### config.mk
export PLATFORM = sky130hd
export DESIGN_NAME = serial_2a1_fifo
export DESIGN_NICKNAME = d
export VERILOG_FILES = /design/src/rtl/serial_2a1_pkg.sv /design/src/rtl/fifo_sync_2b.sv /design/src/rtl/serial_2a1_fifo.sv
export SDC_FILE = /design/constraint.sdc
export NUM_CORES = 1
export LEC_CHECK = 0
export ABC_CLOCK_PERIOD_IN_PS = 5500
export CAP_MARGIN = 40
export CORE_ASPECT_RATIO = 0.9
export CORE_MARGIN = 2
export CORE_UTILIZATION = 28
export CTS_CLUSTER_DIAMETER = 100
export CTS_CLUSTER_SIZE = 40
export DETAILED_ROUTE_END_ITERATION = 8
export PLACE_DENSITY_LB_ADDON = 0.15
export SLEW_MARGIN = 10
export SYNTH_ARGS = -nofsm -noshare
export SYNTH_HDL_FRONTEND = slang
export SYNTH_SLANG_ARGS = --single-unit
### constraint.sdc
create_clock -name clk -period 5.5 [get_ports clk]
set_input_delay 1.1 -clock clk [delete_from_list [all_inputs] [get_ports clk]]
set_output_delay 1.1 -clock clk [all_outputs]
set_load 0.005 [all_outputs]
### src/rtl/serial_2a1_pkg.sv
// Shared constants and serializer state encoding for the
// 2-bit word FIFO / serializer that follows the 2:1 mux stage.
package serial_2a1_pkg;

    localparam int DEF_FIFO_DEPTH = 4;
    localparam int DEF_AW         = 2;

    typedef enum logic [1:0] {
        IDLE     = 2'd0,
        SEND_MSB = 2'd1,
        SEND_LSB = 2'd2
    } state_t;

endpackage

### src/rtl/fifo_sync_2b.sv
// Synchronous FIFO of 2-bit words: storage, wrapping pointers,
// occupancy count and full/almost-full flags.
module fifo_sync_2b
    import serial_2a1_pkg::*;
#(
    parameter int DEPTH = DEF_FIFO_DEPTH,
    parameter int PW    = DEF_AW
) (
    input  logic          clk,
    input  logic          reset,
    input  logic          i_push,
    input  logic          i_pop,
    input  logic [1:0]    i_wdata,
    output logic [1:0]    o_head,
    output logic [PW:0]   o_count,
    output logic          o_full,
    output logic          o_almost_full
);

    logic [1:0]    r_mem [DEPTH];
    logic [PW-1:0] r_wr_ptr;
    logic [PW-1:0] r_rd_ptr;
    logic [PW:0]   r_count;

    always_ff @(posedge clk) begin
        if (reset) begin
            r_wr_ptr <= '0;
            r_rd_ptr <= '0;
            r_count  <= '0;
        end else begin
            if (i_push)
                r_wr_ptr <= r_wr_ptr + 1'b1;
            if (i_pop)
                r_rd_ptr <= r_rd_ptr + 1'b1;
            case ({i_push, i_pop})
                2'b10:   r_count <= r_count + 1'b1;
                2'b01:   r_count <= r_count - 1'b1;
                default: r_count <= r_count;
            endcase
        end
    end

    // Contents need no reset: a slot is only read after being written.
    always_ff @(posedge clk) begin
        if (i_push)
            r_mem[r_wr_ptr] <= i_wdata;
    end

    assign o_head        = r_mem[r_rd_ptr];
    assign o_count       = r_count;
    assign o_full        = (r_count == (PW+1)'(DEPTH));
    assign o_almost_full = (r_count >= (PW+1)'(DEPTH - 1));

endmodule

### src/rtl/serial_2a1_fifo.sv
// Buffers the mux's 2-bit word stream and serializes each word
// MSB-first; flags fullness and sticky overflow (no backpressure).
module serial_2a1_fifo
    import serial_2a1_pkg::*;
#(
    parameter int FIFO_DEPTH = DEF_FIFO_DEPTH,
    parameter int AW         = DEF_AW
) (
    input  logic       clk,
    input  logic       reset,
    input  logic       valid_in,
    input  logic [1:0] data_in,
    output logic       serial_out,
    output logic       valid_out,
    output logic       fifo_full,
    output logic       almost_full,
    output logic       overflow_err
);

    state_t      r_state;
    state_t      w_state_nxt;
    logic [1:0]  r_hold;
    logic [1:0]  w_hold_nxt;
    logic        r_serial;
    logic        w_serial_nxt;
    logic        r_valid;
    logic        w_valid_nxt;
    logic        r_ovf;

    logic [1:0]  w_head;
    logic [AW:0] w_count;
    logic        w_full;
    logic        w_afull;
    logic        w_pop;
    logic        w_push;

    assign w_pop  = ((r_state == IDLE) || (r_state == SEND_LSB))
                    && (w_count != '0);
    // A full FIFO still takes a word when a slot frees on the same edge.
    assign w_push = valid_in && (!w_full || w_pop);

    fifo_sync_2b #(
        .DEPTH (FIFO_DEPTH),
        .PW    (AW)
    ) u_fifo (
        .clk           (clk),
        .reset         (reset),
        .i_push        (w_push),
        .i_pop         (w_pop),
        .i_wdata       (data_in),
        .o_head        (w_head),
        .o_count       (w_count),
        .o_full        (w_full),
        .o_almost_full (w_afull)
    );

    always_comb begin
        w_state_nxt  = r_state;
        w_hold_nxt   = r_hold;
        w_serial_nxt = 1'b0;
        w_valid_nxt  = 1'b0;
        if (w_pop) begin
            w_hold_nxt   = w_head;
            w_serial_nxt = w_head[1];
            w_valid_nxt  = 1'b1;
            w_state_nxt  = SEND_MSB;
        end else if (r_state == SEND_MSB) begin
            w_serial_nxt = r_hold[0];
            w_valid_nxt  = 1'b1;
            w_state_nxt  = SEND_LSB;
        end else begin
            w_state_nxt  = IDLE;
        end
    end

    always_ff @(posedge clk) begin
        if (reset) begin
            r_state  <= IDLE;
            r_hold   <= 2'b00;
            r_serial <= 1'b0;
            r_valid  <= 1'b0;
            r_ovf    <= 1'b0;
        end else begin
            r_state  <= w_state_nxt;
            r_hold   <= w_hold_nxt;
            r_serial <= w_serial_nxt;
            r_valid  <= w_valid_nxt;
            if (valid_in && !w_push)
                r_ovf <= 1'b1;
        end
    end

    assign serial_out   = r_serial;
    assign valid_out    = r_valid;
    assign fifo_full    = w_full;
    assign almost_full  = w_afull;
    assign overflow_err = r_ovf;

endmodule

After elaboration in Yosys (flattened, before gate mapping)
Memories as Yosys holds them, arrays and structs flattened. A register that Yosys moved wholly into a read port is not among the register bits.
Cells that the tools add are included.

word-level totals
  bits in registers = 13
  bits in writable memories = 8
  input port bits = 5
  output and inout port bits = 5
  memories = 1

operators by class
  add/sub/neg operators = 4
  $lt $le $gt $ge = 1
  eq/ne operators = 5
  muxes and demuxes = 11
  reductions and logical operators = 11

memories
  memory        words  width  read ports  clocked after memory_dff  wr ports  line                source
  u_fifo.r_mem  4      2      1           1                         1         fifo_sync_2b.sv:20  logic [1:0] r_mem [DEPTH];

operator list
  cell                   number
  $mux W1                7
  $mux W2                3
  $pmux W3 S2            1
  $add A2 B1 Y2 const B  2
  $eq A2 B1 Y1 const B   2
  $eq A2 B2 Y1 const B   2
  $add A3 B1 Y3 const B  1
  $eq A3 B3 Y1 const B   1
  $ge A3 B2 Y1 const B   1
  $logic_and A1 B1 Y1    3
  $reduce_bool A3 Y1     1
  $sub A3 B1 Y3 const B  1
  $logic_not A1 Y1       2
  $logic_not A2 Y1       1
  $logic_or A1 B1 Y1     2
  $reduce_bool A2 Y1     1
  $reduce_or A2 Y1       1

Logic depth before layout (Yosys ltp)
  depth after elaboration = 7
  gate-level depth with buffers = 9
  mapped depth without buffers = 9

Cells and area by module
Synthesis repeated with hierarchy kept, for this count alone.

second synthesis, totals
  cells, all modules = 77
  area, all modules = 949.7 um2

modules (own cells, without submodules)
  module           instances  cells each  area an instance (um2)  sequential area each (um2)
  fifo_sync_2b     1          57          721.9                   420.4
  serial_2a1_fifo  1          20          227.7                   120.1

Least setup slack after synthesis
OpenSTA, ideal clock, no wires.

  path kind = input to register
  from = in valid_in
  to = reg u_fifo.r_count[2], in the netlist u_fifo.o_count[2]
  setup time = 0.071 ns
  arrival time = 2.454 ns
  data required time = 5.429 ns
  setup slack = 2.976 ns
  stages on the path = 9
  path buffers = 0
  cells stage by stage = inv_1 nor2_1 inv_1 ha_1 inv_1 fa_1 xor2_1 or3_1 a21oi_1

between the ends
  word-level cells in the longest chain between the ends = 3
  elaborated cells between the ends (all ways) = 5
  those cells by class = 2 x eq/ne; 1 x mux; 2 x reduce/logical

ends and longest elaborated chain
  element                                                   line                   source
  start, declared                                           serial_2a1_fifo.sv:11  input logic valid_in,
  $logic_and A1 B1 Y1 (*)                                   serial_2a1_fifo.sv:40  assign w_push = valid_in && (!w_full || w_pop);
  $eq A2 B1 Y1 / $eq A2 B2 Y1 (equally long branches)       fifo_sync_2b.sv:35     case ({i_push, i_pop})
  $pmux W3 S2 / $reduce_bool A2 Y1 (equally long branches)  --
  end signal, assigned                                      fifo_sync_2b.sv:36     2'b10: r_count <= r_count + 1'b1;
  end signal, assigned                                      fifo_sync_2b.sv:37     2'b01: r_count <= r_count - 1'b1;
  end signal, assigned                                      fifo_sync_2b.sv:38     default: r_count <= r_count;
  end, declared                                             fifo_sync_2b.sv:23     logic [PW:0] r_count;

Mark *: on every way between the ends. The rest lies on a longest branch, timed or not.
A chain may end at the register's enable or synchronous reset.

Worst setup path after layout
Same ends and word-level chain as after synthesis.

==> run summary <==
After detailed routing, the number of vias per cell comes to 4.45. The run finished with clean final reports. Met2 usage: 0.156. The count of cells resized by post-cts repair came out at 0. Wires add up to 1450 um. Yosys attributes the largest share of cell area to sky130_fd_sc_hd__dfxtp_1, sky130_fd_sc_hd__edfxtp_1, sky130_fd_sc_hd__ha_1. The count of flip-flops with a built-in enable after synthesis was 8. The post-route antenna net violation count was 0.

The post-synthesis cell count was 80. The sink count of the clock tree is 23, and the wire length of the first global-routing pass is 2700 um. After routing, the total negative slack on setup checks comes to 0 ps. Setup repair after global routing left no endpoint under its margin. In the post-synthesis netlist, the cell with the most instances is sky130_fd_sc_hd__dfxtp_1.

The average wire per cell in the routed design was 10.7 um. The number of antenna violations at the first check in global routing is 0, and the number of setup buffers added after CTS is 0. Summed over all instances, the cell type with the most area after synthesis is sky130_fd_sc_hd__dfxtp_1. The floorplan step set the die width to 66.0 um. At the pin with the least slew margin, the transition time is 486 ps. The worst-case IR drop observed on VDD is 0.148 mV.

The DRC marker count from the first detailed-route iteration was 18; the vertical extent of the die was 59.8 um. In this run the cell area of the synthesized design comes to 967 um^2. The count of placed standard cells including taps is 132, and the setup skew after layout is 1.80 ps. The synthesized netlist net count came out at 91. The run gives 1 as the number of H-tree levels. TritonCTS built the clock tree. The worst max-slew margin expressed relative to the limit came out at 0.675. The tools report the max capacitance violation total as 0. The fraction of synthesis flops using an asynchronous set or reset pin came out at 0. The total of warnings raised by yosys is 0, and the share of layout cells above drive strength 1 is 0.120.

Setup violations remaining at the end of the flow were counted as 0. The top-area cell type share of the netlist area was 0.310; the required time at the endpoint of the critical path was 5690 ps. A synthesized cell averages 12.1 um^2. Before CTS, the worst setup slack after placement is 2430 ps. The top flip-flop cell by instance count after synthesis was sky130_fd_sc_hd__dfxtp_1. The core region is 3350 um^2. The floorplan has 20 rows.

The tools report the number of buffers added to fix hold violations after cts as 0. The run gives 0.111 as the met1 demand-to-capacity share in global routing. The worst setup path is launched from a primary input.

The run gives 0 as the hold violation count in the final report. The effective utilization at floorplan is 0.288, and the number of cells in the finished layout apart from fillers is 136. The post-synthesis to final-layout area growth is 19.4%, and the highest attainable clock frequency is 0.358 GHz. The worst hold path belongs to the class reg2reg.

Element type at the critical path end: a register. The logs give 0.0414 for the met3 usage and 10 for the number of top-level pins. Of all nets on the critical path, the largest fanout is 6. Setup slack closes at 2710 ps. The worst hold path depth was 1. The number of nets at the end of the flow was 104; the clock-pin slew of the registers on the worst-case setup and hold paths was 80 ps.

Measured in cells, the most critical reg-to-reg path has a length of 9. In this run the tool buffered the top-level ports with 9 buffer cells. The clock reaches the later pin of the worst-skew pair after 260 ps. For the post-detailed-route DRC marker count, the log shows 0.

All-layer global routing usage: 0.0949. met2 is the most crowded layer. The analysis attributes to cell leakage a power of 0.000424 uW. The number of distinct library cells after synthesis came out at 26.

STA puts the critical path data arrival time at 2980 ps. The max-slew violation count is 0. The tree is rooted in a sky130_fd_sc_hd__clkbuf_8. The total number of vias was 605; the power density over cell area was 448 nW/um^2. Counting along the longest clock path gives a buffer depth of 2. Final critical-path required period: 2790 ps.

In this run, CTS created clock tree buffers numbering 3. Critical path startpoint: valid_in. In this run the critical register-to-register path is launched from u_fifo.o_count[2]. The number of global-route vias before repair is 614, and the flop and latch count out of synthesis is 23. The post-DP HPWL was 1120 um; the global route total overflow was 0. The total inserted antenna cells is 0. By startpoint and endpoint, the worst setup path is classified as in2reg. In this run the most critical hold path is launched from r_state[1].

The count of TritonRoute iterations in the first routing pass was 4; the final estimated routing congestion in global placement was 0.623. The final clock period utilization by the worst path was 0.508. The run gives 0.559 as the share of synthesized area occupied by flip-flops and latches. The floorplan step defined a die boundary enclosing 3940 um^2.

Ranked by instance count, the synthesized netlist is headed by sky130_fd_sc_hd__dfxtp_1, sky130_fd_sc_hd__inv_1, sky130_fd_sc_hd__edfxtp_1. The largest net degree at the start of global routing came out at 14.
## stage by stage
stage / power (uW) / util / hold slack, ps / area, um^2
after floorplan: 366 / - / 390 / 967
after global placement: 422 / 0.331 / 410 / 1110
after detailed placement: 423 / 0.331 / 415 / 1110
after CTS: 525 / 0.344 / 425 / 1150
after global routing: 566 / 0.344 / 442 / 1150
final: 518 / 0.344 / 418 / 1150
## layout by cell type (no fill, tap or decap), drive strengths merged
| master | instances |
|---|---|
| and3 | 1 |
| clkdlybuf4s50 | 9 |
| or3 | 3 |
| nor3 | 2 |
| clkbuf | 3 |
| o31ai | 2 |
| fa | 1 |
| a21oi | 7 |
| nor2 | 6 |
| nand2b | 1 |
| ha | 5 |
| and2 | 4 |
| a21o | 1 |
| a22o | 1 |
| dfxtp | 15 |
| nor4bb | 1 |
| o2bb2ai | 1 |
| or4 | 2 |
| o21ai | 3 |
| mux4 | 2 |
| inv | 9 |
| xor2 | 2 |
| nor3b | 1 |
| or2 | 1 |
| edfxtp | 8 |
| clkinv | 1 |
## power by group
group / internal (uW) / switching (uW)
Sequential: 214 / 33.4
Combinational: 93.3 / 76.4
Clock: 50.4 / 50.9
Total: 357 / 161
## state kept, by name, indices dropped and copies added (netlist names), named ones only
register and cells:
r_hold 1, u_fifo.r_wr_ptr 2, serial_out 1, overflow_err 1, u_fifo.o_count 3, u_fifo.r_mem 8, valid_out 1, u_fifo.r_rd_ptr 2
r_state 2
## final cells by class
type / instances / area [um^2]
fillers: 351 / 2200
clock inverters: 1 / 5.00
multi-input cells: 47 / 389
well taps: 44 / 55.1
repair buffers: 9 / 90.1
clock buffers: 3 / 41.3
inverters: 9 / 33.8
flip-flops and latches: 23 / 541
## routing by layer
layer  up-vias  wire length (um)  share of wire
met1       288               670           0.46
met3         2                64          0.044
met4         0                15          0.010
met5         -                 0              0
li1        305                 -              -
met2        10               701           0.48
## cells by family (layout without fill, tap and decap cells)
family,Yosys count,in the layout,share of synthesized area
adders and majority gates,6,6,0.0854
muxes,2,2,0.0466
buffers and inverters,10,22,0.0388
AOI/OAI and AO/OA,15,15,0.0996
DFF,23,23,0.559
xor gates and xnor gates,2,2,0.0181
and+or+nand+nor,22,22,0.153
## worst paths after layout
| kind | end | slack (ps) |
|---|---|---|
| min | r_state[1] | 420 |
| min reg2reg | r_state[1] | 420 |
| max | u_fifo.o_count[2] | 2710 |
| max reg2reg | u_fifo.o_count[2] | 3150 |
## critical path: stages
cell and delay [ps]:
sky130_fd_sc_hd__clkdlybuf4s50_1 410, sky130_fd_sc_hd__inv_1 100, sky130_fd_sc_hd__nor2_1 100, sky130_fd_sc_hd__inv_1 80, sky130_fd_sc_hd__ha_1 170, sky130_fd_sc_hd__inv_1 60, sky130_fd_sc_hd__fa_1 370, sky130_fd_sc_hd__xor2_1 150
sky130_fd_sc_hd__or3_1 300, sky130_fd_sc_hd__a21oi_1 130
Note: power is estimated with default switching activity, not from simulation.
